==> src/rtl/wb_arb_pkg.sv <==
// Shared types and helpers for the Wishbone DDR2 port arbiter.
package wb_arb_pkg;

    typedef enum logic {
        IDLE  = 1'b0,
        GRANT = 1'b1
    } arb_state_t;

    localparam logic [2:0] CTI_CLASSIC = 3'b000;
    localparam logic [2:0] CTI_INCR    = 3'b010;
    localparam logic [2:0] CTI_EOB     = 3'b111;
    localparam logic [1:0] BTE_LINEAR  = 2'b00;

    // Nearest requester after last_idx wins; last_idx itself has lowest priority.
    function automatic logic [3:0] rr_pick(input logic [15:0] req,
                                           input logic [3:0]  last_idx,
                                           input int          n);
        logic [3:0] pick;
        int         idx;
        pick = last_idx;
        for (int i = 16; i >= 1; i--) begin
            if (i <= n) begin
                idx = (int'(last_idx) + i) % n;
                if (req[idx[3:0]]) pick = idx[3:0];
            end
        end
        return pick;
    endfunction

endpackage

==> src/rtl/wb_rr_grant.sv <==
// Round-robin pointer with one-hot and binary grant registers.
module wb_rr_grant
    import wb_arb_pkg::*;
#(
    parameter int NUM_MASTERS = 4,
    parameter int IDX_W       = $clog2(NUM_MASTERS)
) (
    input  logic                   clk,
    input  logic                   rst,
    input  logic [NUM_MASTERS-1:0] req,
    input  logic                   load,
    input  logic                   drop,
    output logic [NUM_MASTERS-1:0] grant,
    output logic [IDX_W-1:0]       grant_idx
);

    logic [IDX_W-1:0] last_idx;
    logic [IDX_W-1:0] pick;

    assign pick = IDX_W'(rr_pick(16'(req), 4'(last_idx), NUM_MASTERS));

    always_ff @(posedge clk) begin
        if (rst) begin
            grant     <= '0;
            grant_idx <= '0;
            last_idx  <= IDX_W'(NUM_MASTERS - 1);
        end else if (load) begin
            grant     <= {{(NUM_MASTERS-1){1'b0}}, 1'b1} << pick;
            grant_idx <= pick;
            last_idx  <= pick;
        end else if (drop) begin
            grant     <= '0;
        end
    end

endmodule

==> src/rtl/wb_ddr2_port_arbiter.sv <==
// N-to-1 Wishbone B3 arbiter for one DDR2 controller port; grant is held for a whole cyc.
// Optional ack watchdog enabled by defining ARB_WATCHDOG_EN.
module wb_ddr2_port_arbiter
    import wb_arb_pkg::*;
#(
    parameter int NUM_MASTERS = 4,
    parameter int DW          = 32,
    parameter int AW          = 32,
    parameter int SW          = DW / 8
`ifdef ARB_WATCHDOG_EN
    ,
    parameter int WDOG_CYCLES = 1024
`endif
) (
    input  logic                      wb_clk,
    input  logic                      wb_rst,
    input  logic [NUM_MASTERS*AW-1:0] wbm_adr_i,
    input  logic [NUM_MASTERS*DW-1:0] wbm_dat_i,
    input  logic [NUM_MASTERS*SW-1:0] wbm_sel_i,
    input  logic [NUM_MASTERS*3-1:0]  wbm_cti_i,
    input  logic [NUM_MASTERS*2-1:0]  wbm_bte_i,
    input  logic [NUM_MASTERS-1:0]    wbm_cyc_i,
    input  logic [NUM_MASTERS-1:0]    wbm_stb_i,
    input  logic [NUM_MASTERS-1:0]    wbm_we_i,
    output logic [DW-1:0]             wbm_dat_o,
    output logic [NUM_MASTERS-1:0]    wbm_ack_o,
    output logic [NUM_MASTERS-1:0]    wbm_err_o,
    output logic [NUM_MASTERS-1:0]    wbm_rty_o,
    output logic [AW-1:0]             wbs_adr_o,
    output logic [DW-1:0]             wbs_dat_o,
    output logic [SW-1:0]             wbs_sel_o,
    output logic [2:0]                wbs_cti_o,
    output logic [1:0]                wbs_bte_o,
    output logic                      wbs_cyc_o,
    output logic                      wbs_stb_o,
    output logic                      wbs_we_o,
    input  logic [DW-1:0]             wbs_dat_i,
    input  logic                      wbs_ack_i,
    input  logic                      wbs_err_i,
    output logic [NUM_MASTERS-1:0]    grant_o
`ifdef ARB_WATCHDOG_EN
    ,
    output logic                      wdog_fired_o
`endif
);

    localparam int IDX_W = $clog2(NUM_MASTERS);

    if (NUM_MASTERS < 2 || NUM_MASTERS > 16) begin : g_bad_num_masters
        $error("wb_ddr2_port_arbiter: NUM_MASTERS must be in 2..16");
    end

    arb_state_t       state;
    logic [IDX_W-1:0] grant_idx;
    logic             load;
    logic             drop;
    logic             kill;
    logic             timeout;

    assign load = (state == IDLE) && (|wbm_cyc_i);
    assign drop = (state == GRANT) && !wbm_cyc_i[grant_idx];

    wb_rr_grant #(
        .NUM_MASTERS(NUM_MASTERS),
        .IDX_W      (IDX_W)
    ) u_grant (
        .clk      (wb_clk),
        .rst      (wb_rst),
        .req      (wbm_cyc_i),
        .load     (load),
        .drop     (drop),
        .grant    (grant_o),
        .grant_idx(grant_idx)
    );

    always_ff @(posedge wb_clk) begin
        if (wb_rst) begin
            state <= IDLE;
        end else begin
            case (state)
                IDLE:    if (load) state <= GRANT;
                GRANT:   if (drop) state <= IDLE;
                default: state <= IDLE;
            endcase
        end
    end

    // Reset gates cyc/stb combinationally so the slave sees them drop immediately.
    always_comb begin
        wbs_adr_o = '0;
        wbs_dat_o = '0;
        wbs_sel_o = '0;
        wbs_cti_o = '0;
        wbs_bte_o = '0;
        wbs_cyc_o = 1'b0;
        wbs_stb_o = 1'b0;
        wbs_we_o  = 1'b0;
        if (state == GRANT && !kill) begin
            wbs_adr_o = wbm_adr_i[int'(grant_idx)*AW +: AW];
            wbs_dat_o = wbm_dat_i[int'(grant_idx)*DW +: DW];
            wbs_sel_o = wbm_sel_i[int'(grant_idx)*SW +: SW];
            wbs_cti_o = wbm_cti_i[int'(grant_idx)*3 +: 3];
            wbs_bte_o = wbm_bte_i[int'(grant_idx)*2 +: 2];
            wbs_cyc_o = wbm_cyc_i[grant_idx] & ~wb_rst;
            wbs_stb_o = wbm_stb_i[grant_idx] & wbm_cyc_i[grant_idx] & ~wb_rst;
            wbs_we_o  = wbm_we_i[grant_idx];
        end
    end

    assign wbm_dat_o = wbs_dat_i;
    assign wbm_ack_o = grant_o & {NUM_MASTERS{wbs_ack_i}};
    assign wbm_err_o = grant_o & {NUM_MASTERS{wbs_err_i | timeout}};
    assign wbm_rty_o = '0;

`ifdef ARB_WATCHDOG_EN
    localparam int CW = $clog2(WDOG_CYCLES);

    logic [CW-1:0] wdog_cnt;
    logic          stb_wait;

    assign stb_wait = wbs_stb_o && !wbs_ack_i;
    assign timeout  = stb_wait && (wdog_cnt == CW'(WDOG_CYCLES - 1));

    // kill holds the slave side idle after a timeout until the master lets go.
    always_ff @(posedge wb_clk) begin
        if (wb_rst) begin
            wdog_cnt     <= '0;
            kill         <= 1'b0;
            wdog_fired_o <= 1'b0;
        end else if (state != GRANT || drop) begin
            wdog_cnt <= '0;
            kill     <= 1'b0;
        end else if (timeout) begin
            wdog_cnt     <= '0;
            kill         <= 1'b1;
            wdog_fired_o <= 1'b1;
        end else if (wbs_ack_i) begin
            wdog_cnt <= '0;
        end else if (stb_wait) begin
            wdog_cnt <= wdog_cnt + 1'b1;
        end
    end
`else
    assign kill    = 1'b0;
    assign timeout = 1'b0;
`endif

endmodule

==> config.mk <==
export PLATFORM = sky130hd
export DESIGN_NAME = wb_ddr2_port_arbiter
export DESIGN_NICKNAME = d
export VERILOG_FILES = /design/src/rtl/wb_arb_pkg.sv /design/src/rtl/wb_rr_grant.sv /design/src/rtl/wb_ddr2_port_arbiter.sv
export SDC_FILE = /design/constraint.sdc
export NUM_CORES = 1
export LEC_CHECK = 0
export BUFFER_PORTS_ARGS = -buffer_cell sky130_fd_sc_hd__buf_2
export CORE_AREA = 2 2 179 181
export CTS_BUF_LIST = sky130_fd_sc_hd__clkbuf_16
export DETAILED_ROUTE_END_ITERATION = 16
export DIE_AREA = 0 0 181 183
export PLACE_DENSITY = 0.32
export SYNTH_ARGS = -nofsm -noshare
export SYNTH_HDL_FRONTEND = slang
export SYNTH_SLANG_ARGS = --single-unit
==> constraint.sdc <==
create_clock -name wb_clk -period 3.1 [get_ports wb_clk]
set_input_delay 0.775 -clock wb_clk [delete_from_list [all_inputs] [get_ports wb_clk]]
set_output_delay 0.775 -clock wb_clk [all_outputs]
set_load 0.02 [all_outputs]
==> impl_metrics.tcl <==
set metrics [dict create \
    fmax_mhz 366 \
    intPower_mw 1.03 \
    core_sq_um 31200 \
    yosys_register_bits 9 \
    clkLatencyLatePin_ps 230 \
    synth_top_area_share_pct 54.3 \
    start_util_pct 9.96 \
    utilization_pct 17.1 \
    finClkSkew_ps 2.29 \
    yosysTopAreaCell "mux4_2" \
    antenna_left 0 \
    cts_buffers 3 \
    crit_required_ps 2320 \
    grt_pass1_vias 3979 \
    numClockSinks 9 \
    avgSynthCellArea_sq_um 11.2 \
    grt_pass1_wl_mm 23.5 \
    drc 0 \
    netlist_area_sq_um 3110 \
    setup_viol 0 \
    combPwrFrac_pct 78.2 \
    synth_cell_types 31 \
    wl_per_cell_um 15.8 \
    place_congestion 0.756 \
    n_antenna_cell 0 \
    status "complete, no violations" \
    power.leakage_nw 2.60 \
    grt_usage_pct 9.00 \
    viasPerCell 3.66 \
    post_cts_buffers 0 \
    drive_above_1_share_pct 78.1 \
    layout_common_cells "buf_2 (395), and2_1 (83), mux4_2 (75), inv_1 (6), dfxtp_1 (6)" \
    syn2layout_area_growth_pct 71.6 \
    portBuffers 395 \
    postCtsResizedCells 0 \
    first_pass_iters 4 \
    yosys_warnings 0 \
    tritoncts "yes" \
    tns_ps 0 \
    syn-instance-count 278 \
    r2r_slack_ps 1340 \
    slew_violations 0 \
    cts_max_path_buffers 2 \
    critical_path.endpoint_type "output pin" \
    drt_iter0_drc 108 \
    worstSetupStartpointType "register" \
    layout_min_cycle_time_ps 2730 \
    cp_data_arrival_time_ps 1960 \
    ir_drop_v 0.000136 \
    clk_pin_slew_ps 40 \
    hold_viol_final 0 \
    drt_wl_total_mm 16.2 \
    io_pins 464 \
    hold_class "reg2reg" \
    netSwitchingFraction_pct 43.4 \
    h-tree-depth 1 \
    seq_area_frac_synth_pct 5.79 \
    cp_max_fo 34 \
    p_sw_mw 0.793 \
    clockPowerShare_pct 12.5 \
    rsz0062_at_grt "false" \
    die-area_sq_um 33100 \
    overflow 0 \
    layout_worst_path_cycle_share_pct 88.2 \
    cts_root_buf "clkbuf_16" \
    antenna_found_initial 0 \
    grt_max_degree 79 \
    synth_area_leaders "mux4_2 (54%), and2_1 (17%), buf_4 (8.7%), dfxtp_1 (5.8%), buf_6 (2.2%)" \
    criticalPathCategory "reg2out" \
    dieHeight_um 183 \
    vias 3746 \
    nets 963 \
    sequentialPowerShare_pct 9.3 \
    rows 65 \
    layout_commonest_cell "buf_2" \
    max-cap-violations 0 \
    holdBufCountCts 0 \
    p_per_area_nw_per_um2 342 \
    die_w_um 181 \
    dp_hpwl_mm 14.0 \
]
-- cell usage after synthesis, drive strengths merged --
library cell and instances:
or2 2, dfxtp 9, nor2b 3, a222oi 1, and2 83, buf 51, nand4 1, o211a 1
o21ai 4, nor2 5, inv 6, nand2 3, mux4 75, mux2 2, conb 1, a32o 2
and3 1, nor4 1, a21o 3, o32ai 2, o211ai 2, a22o 1, nor3 1, a21oi 2
nand3 1, nand2b 3, clkbuf 12
-- metal layers --
layer,wire length (um),vias up,GRT usage (%)
met5,0,-,0
met4,59,0,0.878
met3,1240,10,1.73
met2,8410,218,16.8
met1,6520,1798,11.1
li1,-,1720,-
-- registers in the layout, indices dropped and copies added, names as in the netlist --
register	count
state	1
u_grant.grant	4
u_grant.grant_idx	2
u_grant.last_idx	2
-- per-stage QoR --
step           hold slack, ps  worst slack (ps)  cells  power (mW)  cell area [sq um]
3_3_place_gp              519               565   1020        1.64               5260
3_5_place_dp              515               563   1020        1.63               5260
2_1_floorplan             546               834    281        1.19               3120
4_1_cts                   524               322   1024        1.87               5340
6_report                  515               366   1024        1.83               5340
5_1_grt                   547               249   1024        1.97               5340
-- cell type report --
cell class / instances / area (sq um)
inverter: 6 / 22.5
clock buffer: 3 / 75.1
timing repair buffer: 400 / 2050
clock inverter: 1 / 5.00
multi-input combinational: 203 / 2490
tap: 402 / 503
sequential: 9 / 189
fill: 3550 / 25900
-- path summary, 6_finish.rpt --
path                            cells past startpoint            startpoint          endpoint
worst max-delay path                                4  u_grant.grant_idx[0]      wbs_adr_o[0]
worst min register to register                      2      u_grant.grant[0]  u_grant.grant[0]
worst min-delay path                                2      u_grant.grant[0]  u_grant.grant[0]
worst max register to register                      4  u_grant.grant_idx[0]  u_grant.grant[3]
-- worst max-delay path: stages, from the launching register on --
cell,delay [ps]
dfxtp_4,490
buf_12,290
mux4_2,560
and2_1,170
buf_2,150
-- power by group through the flow --
stage | combinational (mW) | clock [mW] | sequential [mW]
floorplan | 1.03 | 0 | 0.155
global placement | 1.46 | 0 | 0.175
detailed placement | 1.46 | 0 | 0.176
CTS | 1.46 | 0.236 | 0.173
global route | 1.55 | 0.239 | 0.177
finish | 1.43 | 0.229 | 0.170
-- logic make-up after synthesis --
| kind of cell | Yosys count | synth area share, % |
|---|---|---|
| AOI/OAI and AO/OA | 18 | 4.30 |
| buffers and inverters | 69 | 14.4 |
| DFF | 9 | 5.79 |
| muxes | 77 | 55.1 |
| other | 1 | 0.121 |
| and+or+nand+nor | 104 | 20.2 |
Note: power is estimated with default switching activity, not from simulation.
